### config.mk
export PLATFORM = sky130hd
export DESIGN_NAME = gray_dec_sched
export DESIGN_NICKNAME = d
export VERILOG_FILES = /design/src/rtl/gds_pkg.sv /design/src/rtl/gray_dec_sched_dec.sv /design/src/rtl/gray_dec_sched.sv
export SDC_FILE = /design/constraint.sdc
export NUM_CORES = 1
export LEC_CHECK = 0
export CORE_AREA = 3 3 182 184
export CTS_BUF_LIST = sky130_fd_sc_hd__clkbuf_4 sky130_fd_sc_hd__clkbuf_8 sky130_fd_sc_hd__clkbuf_16
export DETAILED_ROUTE_END_ITERATION = 8
export DIE_AREA = 0 0 185 187
export PLACE_DENSITY = 0.72
export RECOVER_POWER = 25
export SLEW_MARGIN = 5
export SYNTH_ARGS = -nofsm -noshare
export SYNTH_HDL_FRONTEND = slang
export SYNTH_HIERARCHICAL = 1
export SYNTH_SLANG_ARGS = --single-unit
### constraint.sdc
create_clock -name clk_i -period 8.7 [get_ports clk_i]
set_clock_uncertainty 0.2 [all_clocks]
set_input_delay 0.87 -clock clk_i [delete_from_list [all_inputs] [get_ports clk_i]]
set_output_delay 0.87 -clock clk_i [all_outputs]
set_load 0.005 [all_outputs]
### src/rtl/gds_pkg.sv
// Shared constants, channel-index width helper and scheduler state type for gray_dec_sched.
package gds_pkg;

  localparam int unsigned GDS_NCH = 32;
  localparam int unsigned GDS_W   = 12;

  function automatic int unsigned gds_chw(input int unsigned nch);
    return (nch <= 2) ? 1 : unsigned'($clog2(nch));
  endfunction

  typedef enum logic [1:0] {
    StIdle,
    StConv,
    StHold
  } gds_state_t;

endpackage

### src/rtl/gray_dec_sched_dec.sv
// Purely combinational W-bit Gray-to-binary decoder (module gray_dec_w).
module gray_dec_w
  import gds_pkg::*;
#(
  parameter int unsigned W = GDS_W
) (
  input  logic [W-1:0] g_i,
  output logic [W-1:0] bin_o
);

  // bin[k] is the XOR of all Gray bits at or above k.
  always_comb begin
    bin_o = '0;
    for (int unsigned k = 0; k < W; k++) begin
      bin_o[k] = ^(g_i >> k);
    end
  end

endmodule

### src/rtl/gray_dec_sched.sv
// Round-robin scheduler sharing one Gray-to-binary decoder among NCH requesters.
// Optional step-error check on consecutive samples per channel: define GDS_JUMP_CHK_EN.
module gray_dec_sched
  import gds_pkg::*;
#(
  parameter  int unsigned NCH      = GDS_NCH,
  parameter  int unsigned W        = GDS_W,
  parameter  int unsigned MAX_STEP = 1,
  localparam int unsigned CHW      = gds_chw(NCH)
) (
  input  logic             clk_i,
  input  logic             rst_ni,
  input  logic [NCH-1:0]   req_i,
  input  logic [NCH*W-1:0] gray_in_i,
  output logic [NCH-1:0]   gnt_o,
  output logic             out_valid_o,
  input  logic             out_ready_i,
  output logic [CHW-1:0]   out_ch_o,
  output logic [W-1:0]     out_bin_o,
  output logic             out_jump_o
);

  gds_state_t     state_q;
  logic [CHW-1:0] ptr_q, ch_q, out_ch_q;
  logic [W-1:0]   hold_q, out_bin_q;
  logic           out_valid_q, out_jump_q;

  logic [CHW-1:0] win_idx, ptr_nxt;
  logic [W-1:0]   gray_sel, bin;
  logic           win_found, arb_en, grant, jump_d;

  // First requester at or above ptr, wrapping at NCH-1.
  always_comb begin : arb_search
    logic [CHW:0] sum;
    win_found = 1'b0;
    win_idx   = '0;
    sum       = '0;
    for (int unsigned k = 0; k < NCH; k++) begin
      sum = {1'b0, ptr_q} + (CHW+1)'(k);
      if (sum >= (CHW+1)'(NCH)) begin
        sum = sum - (CHW+1)'(NCH);
      end
      if (!win_found && req_i[sum[CHW-1:0]]) begin
        win_found = 1'b1;
        win_idx   = sum[CHW-1:0];
      end
    end
  end

  assign arb_en   = (state_q == StIdle) ||
                    ((state_q == StHold) && out_valid_q && out_ready_i);
  assign grant    = rst_ni && arb_en && win_found;
  assign ptr_nxt  = (win_idx == CHW'(NCH - 1)) ? '0 : win_idx + 1'b1;
  assign gray_sel = gray_in_i[win_idx*W +: W];

  always_comb begin
    gnt_o = '0;
    if (grant) begin
      gnt_o[win_idx] = 1'b1;
    end
  end

  gray_dec_w #(
    .W (W)
  ) u_dec (
    .g_i   (hold_q),
    .bin_o (bin)
  );

  always_ff @(posedge clk_i or negedge rst_ni) begin
    if (!rst_ni) begin
      state_q     <= StIdle;
      ptr_q       <= '0;
      ch_q        <= '0;
      hold_q      <= '0;
      out_ch_q    <= '0;
      out_bin_q   <= '0;
      out_valid_q <= 1'b0;
      out_jump_q  <= 1'b0;
    end else begin
      if (grant) begin
        hold_q <= gray_sel;
        ch_q   <= win_idx;
        ptr_q  <= ptr_nxt;
      end
      case (state_q)
        StIdle: begin
          if (grant) state_q <= StConv;
        end
        StConv: begin
          out_bin_q   <= bin;
          out_ch_q    <= ch_q;
          out_jump_q  <= jump_d;
          out_valid_q <= 1'b1;
          state_q     <= StHold;
        end
        StHold: begin
          if (out_valid_q && out_ready_i) begin
            out_valid_q <= 1'b0;
            state_q     <= grant ? StConv : StIdle;
          end
        end
        default: state_q <= StIdle;
      endcase
    end
  end

`ifdef GDS_JUMP_CHK_EN
  logic [W-1:0]   last_q [NCH];
  logic [NCH-1:0] seen_q;
  logic [W-1:0]   diff, diff_neg, step;

  // Circular distance: the shorter way round the 2^W ring.
  always_comb begin
    diff     = bin - last_q[ch_q];
    diff_neg = '0 - diff;
    step     = (diff < diff_neg) ? diff : diff_neg;
    jump_d   = seen_q[ch_q] && (32'(step) > MAX_STEP);
  end

  always_ff @(posedge clk_i or negedge rst_ni) begin
    if (!rst_ni) begin
      seen_q <= '0;
      for (int i = 0; i < NCH; i++) begin
        last_q[i] <= '0;
      end
    end else if (state_q == StConv) begin
      last_q[ch_q] <= bin;
      seen_q[ch_q] <= 1'b1;
    end
  end
`else
  logic unused_max_step;
  assign unused_max_step = ^MAX_STEP;
  assign jump_d          = 1'b0;
`endif

  assign out_valid_o = out_valid_q;
  assign out_ch_o    = out_ch_q;
  assign out_bin_o   = out_bin_q;
  assign out_jump_o  = out_jump_q;

endmodule

==> results.cfg <==
[outcome]
status = complete, but fails checks
violations = capacitance limit, slew limit

[synthesis]
ys_seq_area_share_pct = 8.46
synth_seq_cells = 42
synth_nets = 1902
ys_warn_count = 6
synthFlopType = dfrtp_1
synth.avg_cell_area_um2 = 8.48
ys_async_sr_fraction_pct = 100
synth-edff-count = 0
syn_inst = 1466
mappedNetlistArea_um2 = 12400
synth_cell_types = 95

[global_routing]
gr-usage-all-layers_pct = 39.0
grt_start_max_net_pins = 111
antenna_found_initial = 3
grt_pass1_wl_um = 101000
grt_pass1_vias = 14900
grt_overflow = 0

[clock_tree]
numClockSinks = 42
cts_tree = built
cts_buffers = 5
h-tree-depth = 2
ctsHoldBuffers = 0
cts_max_path_buffers = 2
root_buffer = clkbuf_16
clock_latency_ns = 0.29
post_cts_buffers = 0
clk_pin_slew_ns = 0.06
cts-resized-gates = 0

[floorplanning]
core_area_um2 = 31600
fp.dieW_um = 185
die-area_um2 = 34600
die_y_um = 187
start_util_pct = 39.4
boundaryPins = 470
rows = 65

[timing]
rsz0062_at_grt = no
period_needed_ns = 8.07
hold_viol = 0
post-route-period-util_pct = 92.8
finalSetupViolCount = 0
tns_ns = 0
fmax_ghz = 0.124
tightest_slew_ns = 2.49
report.final.slew_viol_count = 44
maxSlewHeadroom_pct = -66.2

[worst_setup_path]
cpMaxStageDelayCell = mux4_2
crit_path_start_kind = flip-flop
crit_arrival_ns = 7.00
cp_max_fo = 12
crit_chain = inv_2 > ha_1 > clkinv_1 > mux4_2 > mux4_2 > nor3_1 > nand4_1 > buf_4 > nor4_2 > a22oi_1 > nand4b_1 > nor3_1 > a211o_1 > inv_2 > nand3b_1 > buf_12 > nor2_1 > clkdlybuf4s50_1
cp-end-kind = primary output
max_stage_delay_ns = 0.68
required_ns = 7.63
crit_type = flip-flop to primary output

[route]
wirelength_um = 70200
viasPerCell = 6.47
drtIter0Drc = 1930
wl_per_cell_um = 29.7
drc = 0
detail_route.first_pass.iterations = 6
via_count = 15300
ant_nets = 0

[layout]
drive_gt1_share_pct = 17.8
fin_nets = 2394
area_growth_pct = 46.6
multi_input_area_um2 = 10700
seqCellArea_um2 = 1050
fill_cells = 2896

[place]
gp_congestion = 1.05
dpl.hpwl_um = 59000
io_buffers = 468

[run]
drv_cap = 1

[min_path]
min_path_type = flip-flop to flip-flop
logic make-up after synthesis:
| group | Yosys count | share of synthesized area (%) |
|---|---|---|
| muxes | 393 | 40.0 |
| adders and majority gates | 17 | 1.71 |
| buffers and inverters | 145 | 6.30 |
| and+or+nand+nor | 492 | 19.6 |
| AOI/OAI and AO/OA | 325 | 19.7 |
| xor gates and xnor gates | 51 | 4.15 |
| DFF | 42 | 8.46 |
| other | 1 | 0.0302 |
area by class of cell:
cell class / instances / area share (%)
Tap cell: 402 / 2.76
Sequential cell: 42 / 5.78
Timing Repair Buffer: 603 / 31.5
Clock inverter: 1 / 0.165
Inverter: 27 / 0.556
Antenna cell: 1 / 0.0137
Clock buffer: 6 / 0.762
Multi-Input combinational cell: 1279 / 58.5
stage by stage:
step	cells	hold slack, ns	cell area (um2)	utilization (%)	setup WS [ns]
floorplan	1466	0.255	12400	-	1.54
global placement	2353	0.276	18100	57.2	1.21
detailed placement	2353	0.287	18100	57.2	1.17
CTS	2360	0.295	18200	57.8	0.800
global route	2361	0.328	18200	57.7	0.387
finish	2361	0.292	18200	57.7	0.628
metal layers:
layer	vias to the layer above	wire (um)	global-route usage, %
li1	6697	-	-
met4	2	2510	11.1
met5	-	11	0
met3	136	7940	9.55
met2	1006	31400	60.4
met1	7428	28300	53.9
critical path, delay by kind of cell (launching register included):
family	cells	cell delay [ns]
DFF	1	0.39
and+or+nand+nor	7	1.79
muxes	2	1.23
buffers and inverters	6	2.15
adders and majority gates	1	0.59
AOI/OAI and AO/OA	2	0.54
layout by cell type, fill, tap and decap left out, types with 7 or more instances in the layout:
cell / instances
clkdlybuf4s50_1: 467
mux2i_1: 227
nand2_1: 186
buf_4: 130
nor2_1: 89
mux2_2: 82
mux4_2: 74
o21ai_0: 62
dfrtp_1: 40
nand3_1: 37
nand4_1: 36
xnor2_1: 33
a21oi_1: 31
nor3_1: 31
nor2b_1: 26
a22o_1: 26
inv_1: 21
ha_1: 17
a211oi_1: 16
o211ai_1: 15
and2_1: 14
a211o_1: 14
o22ai_1: 13
o311a_1: 12
nor4_1: 11
xor2_1: 10
and3_1: 10
o221a_2: 10
mux2_1: 9
a21boi_0: 9
a31oi_1: 9
a41oi_1: 9
nand2b_1: 8
a22oi_1: 8
o22a_1: 7
or3_1: 7
cell usage after synthesis (12+ instances only):
master | number | area share [%]
o211ai_1 | 15 | 0.91
a22o_1 | 26 | 1.8
a21oi_1 | 31 | 1.2
buf_6 | 15 | 1.4
o21ai_0 | 62 | 2.5
o22ai_1 | 13 | 0.65
xnor2_1 | 34 | 2.4
nor2b_1 | 26 | 1.3
buf_2 | 28 | 1.1
mux4_2 | 74 | 13
a211oi_1 | 16 | 0.97
a211o_1 | 14 | 0.99
nor2_1 | 89 | 2.7
o311a_1 | 12 | 0.97
mux2_2 | 82 | 7.4
buf_4 | 14 | 0.85
nand4_1 | 36 | 1.8
nand2_1 | 186 | 5.6
nand3_1 | 37 | 1.5
inv_1 | 21 | 0.63
dfrtp_1 | 42 | 8.5
mux2i_1 | 227 | 18
ha_1 | 17 | 1.7
clkbuf_1 | 46 | 1.4
and2_1 | 14 | 0.70
nor3_1 | 31 | 1.2
buf_1 | 12 | 0.36
registers in the layout, summed over array words and instances, names as in the netlist:
name	count
ptr_q	5
state_q	2
out_ch_o	5
out_valid_o	1
ch_q	5
out_bin_o	12
hold_q	12
path summary, 6_finish.rpt:
path                            start          end  slack, ns  depth (start not counted)
max in group asynchronous      rst_ni     ptr_q[0]       5.45                          2
setup / recovery             ptr_q[3]    gnt_o[31]       0.63                         18
hold / removal             state_q[0]   state_q[1]       0.29                          1
min in group asynchronous      rst_ni  out_ch_o[3]       1.24                          2
setup reg to reg             ptr_q[1]    hold_q[4]       1.02                         20
hold reg to reg            state_q[0]   state_q[1]       0.29                          1
Power is not shown: default switching activity piles up to over one toggle a cycle in this logic, so the estimate is an artifact.
